### src/rtl/competition_pkg.sv
// Shared definitions for the quiz competition controller: FSM state codes,
// display page codes, player count and the buzz-in priority helper.
package competition_pkg;

    localparam int NUM_PLAYERS = 8;
    localparam int PLAYER_W    = 3;

    typedef enum logic [2:0] {
        ST_IDLE   = 3'd0,
        ST_ARMED  = 3'd1,
        ST_ANSWER = 3'd2,
        ST_RESULT = 3'd3
    } state_t;

    localparam logic [2:0] VIEW_IDLE   = 3'd0;
    localparam logic [2:0] VIEW_ARMED  = 3'd1;
    localparam logic [2:0] VIEW_ANSWER = 3'd2;
    localparam logic [2:0] VIEW_RESULT = 3'd3;

    // Display page shown for a given controller state.
    function automatic logic [2:0] view_code(input state_t st);
        logic [2:0] v;
        v = VIEW_IDLE;
        case (st)
            ST_IDLE:   v = VIEW_IDLE;
            ST_ARMED:  v = VIEW_ARMED;
            ST_ANSWER: v = VIEW_ANSWER;
            ST_RESULT: v = VIEW_RESULT;
            default:   v = VIEW_IDLE;
        endcase
        return v;
    endfunction

    // Lowest set bit index; simultaneous presses go to the lowest player.
    function automatic logic [PLAYER_W-1:0] lowest_index(input logic [NUM_PLAYERS-1:0] v);
        logic [PLAYER_W-1:0] idx;
        idx = '0;
        for (int i = NUM_PLAYERS - 1; i >= 0; i--) begin
            if (v[i]) idx = PLAYER_W'(i);
        end
        return idx;
    endfunction

endpackage

### src/rtl/competition_tick_gen.sv
// Free-running divider producing a one-cycle tick every TICK_DIV clocks.
// clr restarts the period so the first tick after a restart is a full
// period away.
module tick_gen #(
    parameter int TICK_DIV = 100000000
) (
    input  logic clk,
    input  logic rst,
    input  logic clr,
    output logic tick
);

    localparam int            CW   = (TICK_DIV > 1) ? $clog2(TICK_DIV) : 1;
    localparam logic [CW-1:0] LAST = CW'(TICK_DIV - 1);

    logic [CW-1:0] cnt;

    // Period counter: wraps at LAST, restarted by clr.
    always_ff @(posedge clk or negedge rst) begin
        if (!rst) begin
            cnt <= '0;
        end else if (clr || (cnt == LAST)) begin
            cnt <= '0;
        end else begin
            cnt <= cnt + CW'(1);
        end
    end

    assign tick = (cnt == LAST);

endmodule

### src/rtl/competition_ctrl.sv
// Quiz competition controller: arms a round on start, awards the first
// rising player key, runs the answer countdown, takes the host verdict and
// pulses the buzzer on buzz-in and on timeout.
module competition_ctrl
    import competition_pkg::*;
#(
    parameter int TICK_DIV   = 100000000,
    parameter int ANSWER_SEC = 9,
    parameter int BUZZ_CYC   = 10000000
) (
    input  logic       clk,
    input  logic       rst,
    input  logic       start,
    input  logic       host_ok,
    input  logic       host_ng,
    input  logic [7:0] key,
    output logic [2:0] view,
    output logic [3:0] play_count,
    output logic [2:0] winner,
    output logic [3:0] countdown,
    output logic       result,
    output logic [7:0] led,
    output logic       buzzer
);

    localparam int            BW        = (BUZZ_CYC > 1) ? $clog2(BUZZ_CYC) : 1;
    localparam logic [BW-1:0] BUZZ_LOAD = BW'(BUZZ_CYC - 1);
    localparam logic [3:0]    CD_LOAD   = 4'(ANSWER_SEC);

    state_t                 state;
    state_t                 state_nxt;
    logic [NUM_PLAYERS-1:0] key_q;
    logic [NUM_PLAYERS-1:0] rise;
    logic                   tick;
    logic                   round_start;
    logic                   buzz_in;
    logic                   cd_dec;
    logic                   judge;
    logic                   judge_val;
    logic                   buzz_trig;
    logic [BW-1:0]          buzz_cnt;

    // Only fresh presses count, so a key held before arming never wins.
    assign rise = key & ~key_q;

    tick_gen #(
        .TICK_DIV (TICK_DIV)
    ) u_tick_gen (
        .clk  (clk),
        .rst  (rst),
        .clr  (buzz_in),
        .tick (tick)
    );

    // State register.
    always_ff @(posedge clk or negedge rst) begin
        if (!rst) begin
            state <= ST_IDLE;
        end else begin
            state <= state_nxt;
        end
    end

    // Next-state and datapath strobes; host verdict outranks a same-cycle tick.
    always_comb begin
        state_nxt   = state;
        round_start = 1'b0;
        buzz_in     = 1'b0;
        cd_dec      = 1'b0;
        judge       = 1'b0;
        judge_val   = 1'b0;
        buzz_trig   = 1'b0;
        case (state)
            ST_IDLE, ST_RESULT: begin
                if (start) begin
                    state_nxt   = ST_ARMED;
                    round_start = 1'b1;
                end
            end
            ST_ARMED: begin
                if (|rise) begin
                    state_nxt = ST_ANSWER;
                    buzz_in   = 1'b1;
                    buzz_trig = 1'b1;
                end
            end
            ST_ANSWER: begin
                if (host_ng) begin
                    state_nxt = ST_RESULT;
                    judge     = 1'b1;
                    judge_val = 1'b0;
                end else if (host_ok) begin
                    state_nxt = ST_RESULT;
                    judge     = 1'b1;
                    judge_val = 1'b1;
                end else if (tick) begin
                    if (countdown != 4'd0) begin
                        cd_dec = 1'b1;
                    end else begin
                        state_nxt = ST_RESULT;
                        judge     = 1'b1;
                        judge_val = 1'b0;
                        buzz_trig = 1'b1;
                    end
                end
            end
            default: begin
                state_nxt = ST_IDLE;
            end
        endcase
    end

    // Display page follows the state register.
    always_ff @(posedge clk or negedge rst) begin
        if (!rst) begin
            view <= VIEW_IDLE;
        end else begin
            view <= view_code(state_nxt);
        end
    end

    // Key history for rise detection.
    always_ff @(posedge clk or negedge rst) begin
        if (!rst) begin
            key_q <= '0;
        end else begin
            key_q <= key;
        end
    end

    // Rounds started, wrapping modulo 16.
    always_ff @(posedge clk or negedge rst) begin
        if (!rst) begin
            play_count <= 4'd0;
        end else if (round_start) begin
            play_count <= play_count + 4'd1;
        end
    end

    // Winner latched at buzz-in and held until the next buzz-in.
    always_ff @(posedge clk or negedge rst) begin
        if (!rst) begin
            winner <= '0;
        end else if (buzz_in) begin
            winner <= lowest_index(rise);
        end
    end

    // Answer countdown: loaded at buzz-in, decremented on each tick.
    always_ff @(posedge clk or negedge rst) begin
        if (!rst) begin
            countdown <= 4'd0;
        end else if (buzz_in) begin
            countdown <= CD_LOAD;
        end else if (cd_dec) begin
            countdown <= countdown - 4'd1;
        end
    end

    // Verdict of the last judged round.
    always_ff @(posedge clk or negedge rst) begin
        if (!rst) begin
            result <= 1'b0;
        end else if (judge) begin
            result <= judge_val;
        end
    end

    // Buzzer pulse timer; a new trigger restarts the full length.
    always_ff @(posedge clk or negedge rst) begin
        if (!rst) begin
            buzzer   <= 1'b0;
            buzz_cnt <= '0;
        end else if (buzz_trig) begin
            buzzer   <= 1'b1;
            buzz_cnt <= BUZZ_LOAD;
        end else if (buzzer) begin
            if (buzz_cnt == '0) begin
                buzzer <= 1'b0;
            end else begin
                buzz_cnt <= buzz_cnt - BW'(1);
            end
        end
    end

    assign led = ((state == ST_ANSWER) || (state == ST_RESULT))
                 ? (NUM_PLAYERS'(1) << winner) : '0;

endmodule

### config.mk
export PLATFORM = sky130hd
export DESIGN_NAME = competition_ctrl
export DESIGN_NICKNAME = d
export VERILOG_FILES = /design/src/rtl/competition_pkg.sv /design/src/rtl/competition_tick_gen.sv /design/src/rtl/competition_ctrl.sv
export SDC_FILE = /design/constraint.sdc
export NUM_CORES = 1
export LEC_CHECK = 0
export CAP_MARGIN = 20
export CORE_UTILIZATION = 60
export CTS_CLUSTER_SIZE = 20
export DETAILED_ROUTE_END_ITERATION = 12
export DONT_BUFFER_PORTS = 1
export GPL_ROUTABILITY_DRIVEN = 0
export GPL_TIMING_DRIVEN = 0
export PLACE_DENSITY = 0.75
export SETUP_SLACK_MARGIN = 0.5
export SLEW_MARGIN = 20
export SYNTH_ARGS = -nofsm -noshare
export SYNTH_HDL_FRONTEND = slang
export SYNTH_HIERARCHICAL = 1
export SYNTH_SLANG_ARGS = --single-unit
### constraint.sdc
create_clock -name clk -period 2.62 [get_ports clk]
set_input_delay 0.262 -clock clk [delete_from_list [all_inputs] [get_ports clk]]
set_output_delay 0.262 -clock clk [all_outputs]
set_load 0.005 [all_outputs]
---- After elaboration in Yosys (flattened, before gate mapping) ----
Index checks and enable logic that the tools add are counted.
Widths: inputs -> output; s select.
word-level totals
  logic and storage cells ................. 81
  latch bits .............................. 0
  output and inout bits ................... 24
  memories kept ........................... 0
  memory bits (read-only) ................. 0
  memory bits (writable) .................. 0
  input port bits ......................... 13
  bits in registers ....................... 78
operators by class
  multipliers ............................. 0
  shift-type cells ........................ 1
  equal/unequal tests ..................... 8
  divide/modulo/power cells ............... 0
  add/subtract/negate cells ............... 4
  $lt $le $gt $ge ......................... 0
  reduce and logical (&&, ||, !) cells .... 10
  bitwise logic cells ..................... 2
  mux-type cells .......................... 46
operators by type and width
  kind                   count
  $mux 24                3
  $mux 3                 14
  $add 27x1->27 const B  1
  $eq 27x27->1 const B   1
  $mux 27                1
  $logic_not 24->1       1
  $sub 24x1->24 const B  1
  $mux 1                 22
  $eq 3x2->1 const B     4
  $pmux 3 s3             1
  $and 8x8->8            1
  $mux 4                 2
  $mux 8                 1
  $not 8->8              1
  $reduce_or 8->1        1
  $shl 1x3->8 const A    1
  $eq 3x1->1 const B     2
  $pmux 2 s3             1
  $add 4x1->4 const B    1
  $reduce_bool 2->1      2
  $reduce_bool 4->1      1
  $sub 4x1->4 const B    1
  $logic_not 3->1        1
  $logic_or 1x1->1       2
  4 further kinds        4

---- Longest topological paths before layout ----
  word-level depth ........................ 10
  gate-level depth with buffers ........... 9
  gate-level depth less buffers ........... 8

---- Modules after synthesis ----
Netlist, hierarchy kept.
modules (own cells, without submodules)
  module            area an instance (sq um)  instances  sequential area each (sq um)  cells an instance
  competition_ctrl  2565.0                    1          1251.2                        265
  tick_gen          1417.6                    1          675.6                         151

---- Worst setup path before layout ----
No wires, ideal clock.
  path type ............................... register -> register
  from .................................... register buzz_cnt[0]
  to ...................................... register buzz_cnt[12]
  required time ........................... 2.486 ns
  path buffers ............................ 0
  library setup time ...................... 0.134 ns
  cell stages (with the launch flop) ...... 8
  slack ................................... 0.275 ns
  clock period less this slack ............ 2.345 ns
  arrival ................................. 2.211 ns
  path through ............................ dfrtp_1 inv_1 ha_1 or4b_4 or4b_4 a2111oi_2 xnor2_1 nand2_1
between the ends
  longest elaborated chain between the ends .. 4
  elaborated cells between the ends (all ways) .. 7
ends and longest elaborated chain
  item                    RTL line                 source
  from (decl)             competition_ctrl.sv:41   logic [BW-1:0] buzz_cnt;
  from (signal assigned)  competition_ctrl.sv:181  buzz_cnt <= buzz_cnt - BW'(1);
  $sub 24x1->24           competition_ctrl.sv:181
  $mux 24                 competition_ctrl.sv:178  if (buzz_cnt == '0) begin
  $mux 24                 competition_ctrl.sv:177  end else if (buzzer) begin
  $mux 24                 competition_ctrl.sv:174  end else if (buzz_trig) begin
Several ways; a longest one is shown, not always the timed one. The select of a mux whose other input is x is not followed.
A chain may end at the register's enable or synchronous reset.

---- Worst setup path after layout ----
  from .................................... register buzz_cnt[1]
  to ...................................... register buzz_cnt[11]
Same word-level chain as after synthesis.

==> flow_summary.json <==
{
  "antenna_found_initial": 0,
  "worstSetupEndpointType": "register",
  "fin_crit_sh": 0.885,
  "p_total_mw": 3.19,
  "synthArstFlopShare": 1.00,
  "drt-initial-drc-count": 275,
  "netlist_area_mm2": 0.00398,
  "clk_path_buf_depth": 2,
  "setup_viol": 0,
  "fill_cells": 431,
  "die-area_mm2": 0.00697,
  "yosysWarnings": 6,
  "layout-drive-gt1-share": 0.206,
  "h-tree-depth": 3,
  "crit_type": "reg2reg",
  "core_mm2": 0.00639,
  "synth_largest_area_cell": "dfrtp_1",
  "utilization": 0.759,
  "maxSlewViolCount": 0,
  "ir_drop_mv": 0.742,
  "grt_pass1_wl_mm": 14.5,
  "hold_slack_ps": 117,
  "synthTopCellsByCount": "77 x dfrtp_1, 49 x nor2_1, 33 x nand2_1",
  "ys_ff_latch": 77,
  "drtAntennaViolNets": 0,
  "cp-start-kind": "register",
  "routedWlPerCell_um": 17.0,
  "vias": 3361,
  "ys_seq_area_frac": 0.484,
  "first_global_vias": 3177,
  "grt-ovfl-total": 0,
  "worst_pin_slew_ps": 596,
  "fin_crit_ps": 2320,
  "hold_violations": 0,
  "port_buffers": 0,
  "path_max_fanout": 5,
  "antenna_cells": 0,
  "cts.sinks": 77,
  "status": "completed",
  "initial_utilization": 0.624,
  "cts-root-buf": "clkbuf_8",
  "synthCells": 416,
  "drc": 0,
  "synthFlopType": "dfrtp_1",
  "rsz0062_at_grt": "yes",
  "worst_clock_skew_ps": 14.6,
  "die_h_um": 83.5,
  "synth_top_area_share": 0.484,
  "reg2reg_slack_ps": 300,
  "die_w_um": 83.5,
  "hp-class": "in2reg",
  "cts_tree": "done",
  "pre_cts_slack_ps": -0.590,
  "numCtsBuffers": 9,
  "grt_use_total": 0.260,
  "worstPathRequired_ps": 2870,
  "area.growth.synth_to_final_pct": 21.7,
  "vias_per_cell": 6.13,
  "rows": 29,
  "multi_input_area_mm2": 0.00211,
  "max_cap_viol_count": 0,
  "io-pin-count": 37,
  "relSlewSlack": 0.599,
  "syn_area_per_cell_um2": 9.57,
  "clock_latency_ps": 360,
  "synth_cell_type_count": 53,
  "p_leak_nw": 1.91,
  "worst_slack_ps": 301,
  "synth_most_common_cell": "dfrtp_1",
  "clkTransAtPathRegs_ps": 90,
  "arrival_ps": 2570,
  "max_freq_ghz": 0.431,
  "synth_area_leaders": "dfrtp_1 48%, nor2_1 4.6%, a21oi_1 3.5%",
  "grt_max_degree": 78,
  "power_density_mw_per_mm2": 659,
  "dp_hpwl_mm": 5.48,
  "fin_nets": 483,
  "regArea_mm2": 0.00193,
  "drtPass1Iterations": 4,
  "synth_edf_count": 0,
  "wl_mm": 9.33
}
-- report_power, final --
group | internal, mW | switching (mW) | total (mW)
logic | 0.330 | 0.323 | 0.653
clock network | 0.541 | 0.470 | 1.01
registers | 1.34 | 0.191 | 1.53
-- state kept, by name, indices dropped and copies added, names as in the netlist --
name	flops
u_tick_gen/cnt	27
buzz_cnt	24
key_q	8
countdown	4
play_count	4
state	3
winner	3
view	2
buzzer	1
result	1
-- metal layers --
layer	track usage	part of all wire	vias to the layer above
li1	-	-	1586
met1	0.334	0.43	1677
met2	0.438	0.52	79
met3	0.0376	0.026	19
met4	0.122	0.024	0
met5	0	0	-
-- area by class of cell --
| type | instances | share of cell area |
|---|---|---|
| multi-input combinational | 312 | 0.436 |
| sequential | 77 | 0.399 |
| timing repair buffer | 38 | 0.0697 |
| clock buffer | 11 | 0.0271 |
| buffer | 15 | 0.0207 |
| tap | 77 | 0.0199 |
| clock inverter | 5 | 0.0173 |
| inverter | 13 | 0.0101 |
-- worst paths after layout --
kind                               start                 to  cells after the start
min in group asynchronous            rst       buzz_cnt[13]                      2
max in group asynchronous            rst  u_tick_gen/cnt[4]                      2
min reg2reg                play_count[3]      play_count[3]                      1
max reg2reg                  buzz_cnt[1]       buzz_cnt[11]                      8
max                          buzz_cnt[1]       buzz_cnt[11]                      8
min                              host_ok             result                      2
-- layout by cell type, fill, tap and decap left out, types with 8 or more instances in the layout --
master	instances
a21oi_1	27
nor2_1	49
buf_4	27
nand4_1	16
dfrtp_1	72
o31ai_1	10
xor2_1	15
nand2_1	33
inv_1	10
or4_1	8
nor3_1	8
o21ai_0	11
dlygate4sd3_1	10
or3_1	11
xnor2_1	16
nor2b_1	10
clkbuf_8	9
nand3_1	12
-- worst max-delay path: stages (launching register included) --
cell and delay, ps:
dfrtp_1 400, inv_2 70, ha_4 130, or4b_4 490
or4_4 430, buf_6 140, o311ai_4 310, or4_1 180
a21oi_1 60
-- stage by stage --
step,instances,cell area [µm²],setup TNS (ps)
6_report,548,4850,0
4_1_cts,532,4620,0
3_5_place_dp,494,4100,-1.01
2_1_floorplan,417,4000,0
5_1_grt,548,4850,0
3_3_place_gp,494,4100,0
-- what timing repair did --
item,in CTS,in global routing
hold endpoints to repair,86,0
hold buffers,11,0
gates resized for setup,24,32
cloned,0,0
buffers inserted,11,16
pin swaps,14,13
setup endpoints to repair,52,50
-- cell families (layout without fill, tap and decap cells) --
logic type / Yosys count / in the layout / share of synthesized area
compound gates: 65 / 65 / 0.105
xor+xnor: 32 / 32 / 0.0704
fa+ha+maj: 4 / 4 / 0.0126
buf+inv: 28 / 82 / 0.0305
flops: 77 / 77 / 0.484
mux: 2 / 2 / 0.00534
other cells: 1 / 2 / 0.000942
simple gates: 207 / 207 / 0.291
No activity file was read; power rests on OpenSTA's default activity.
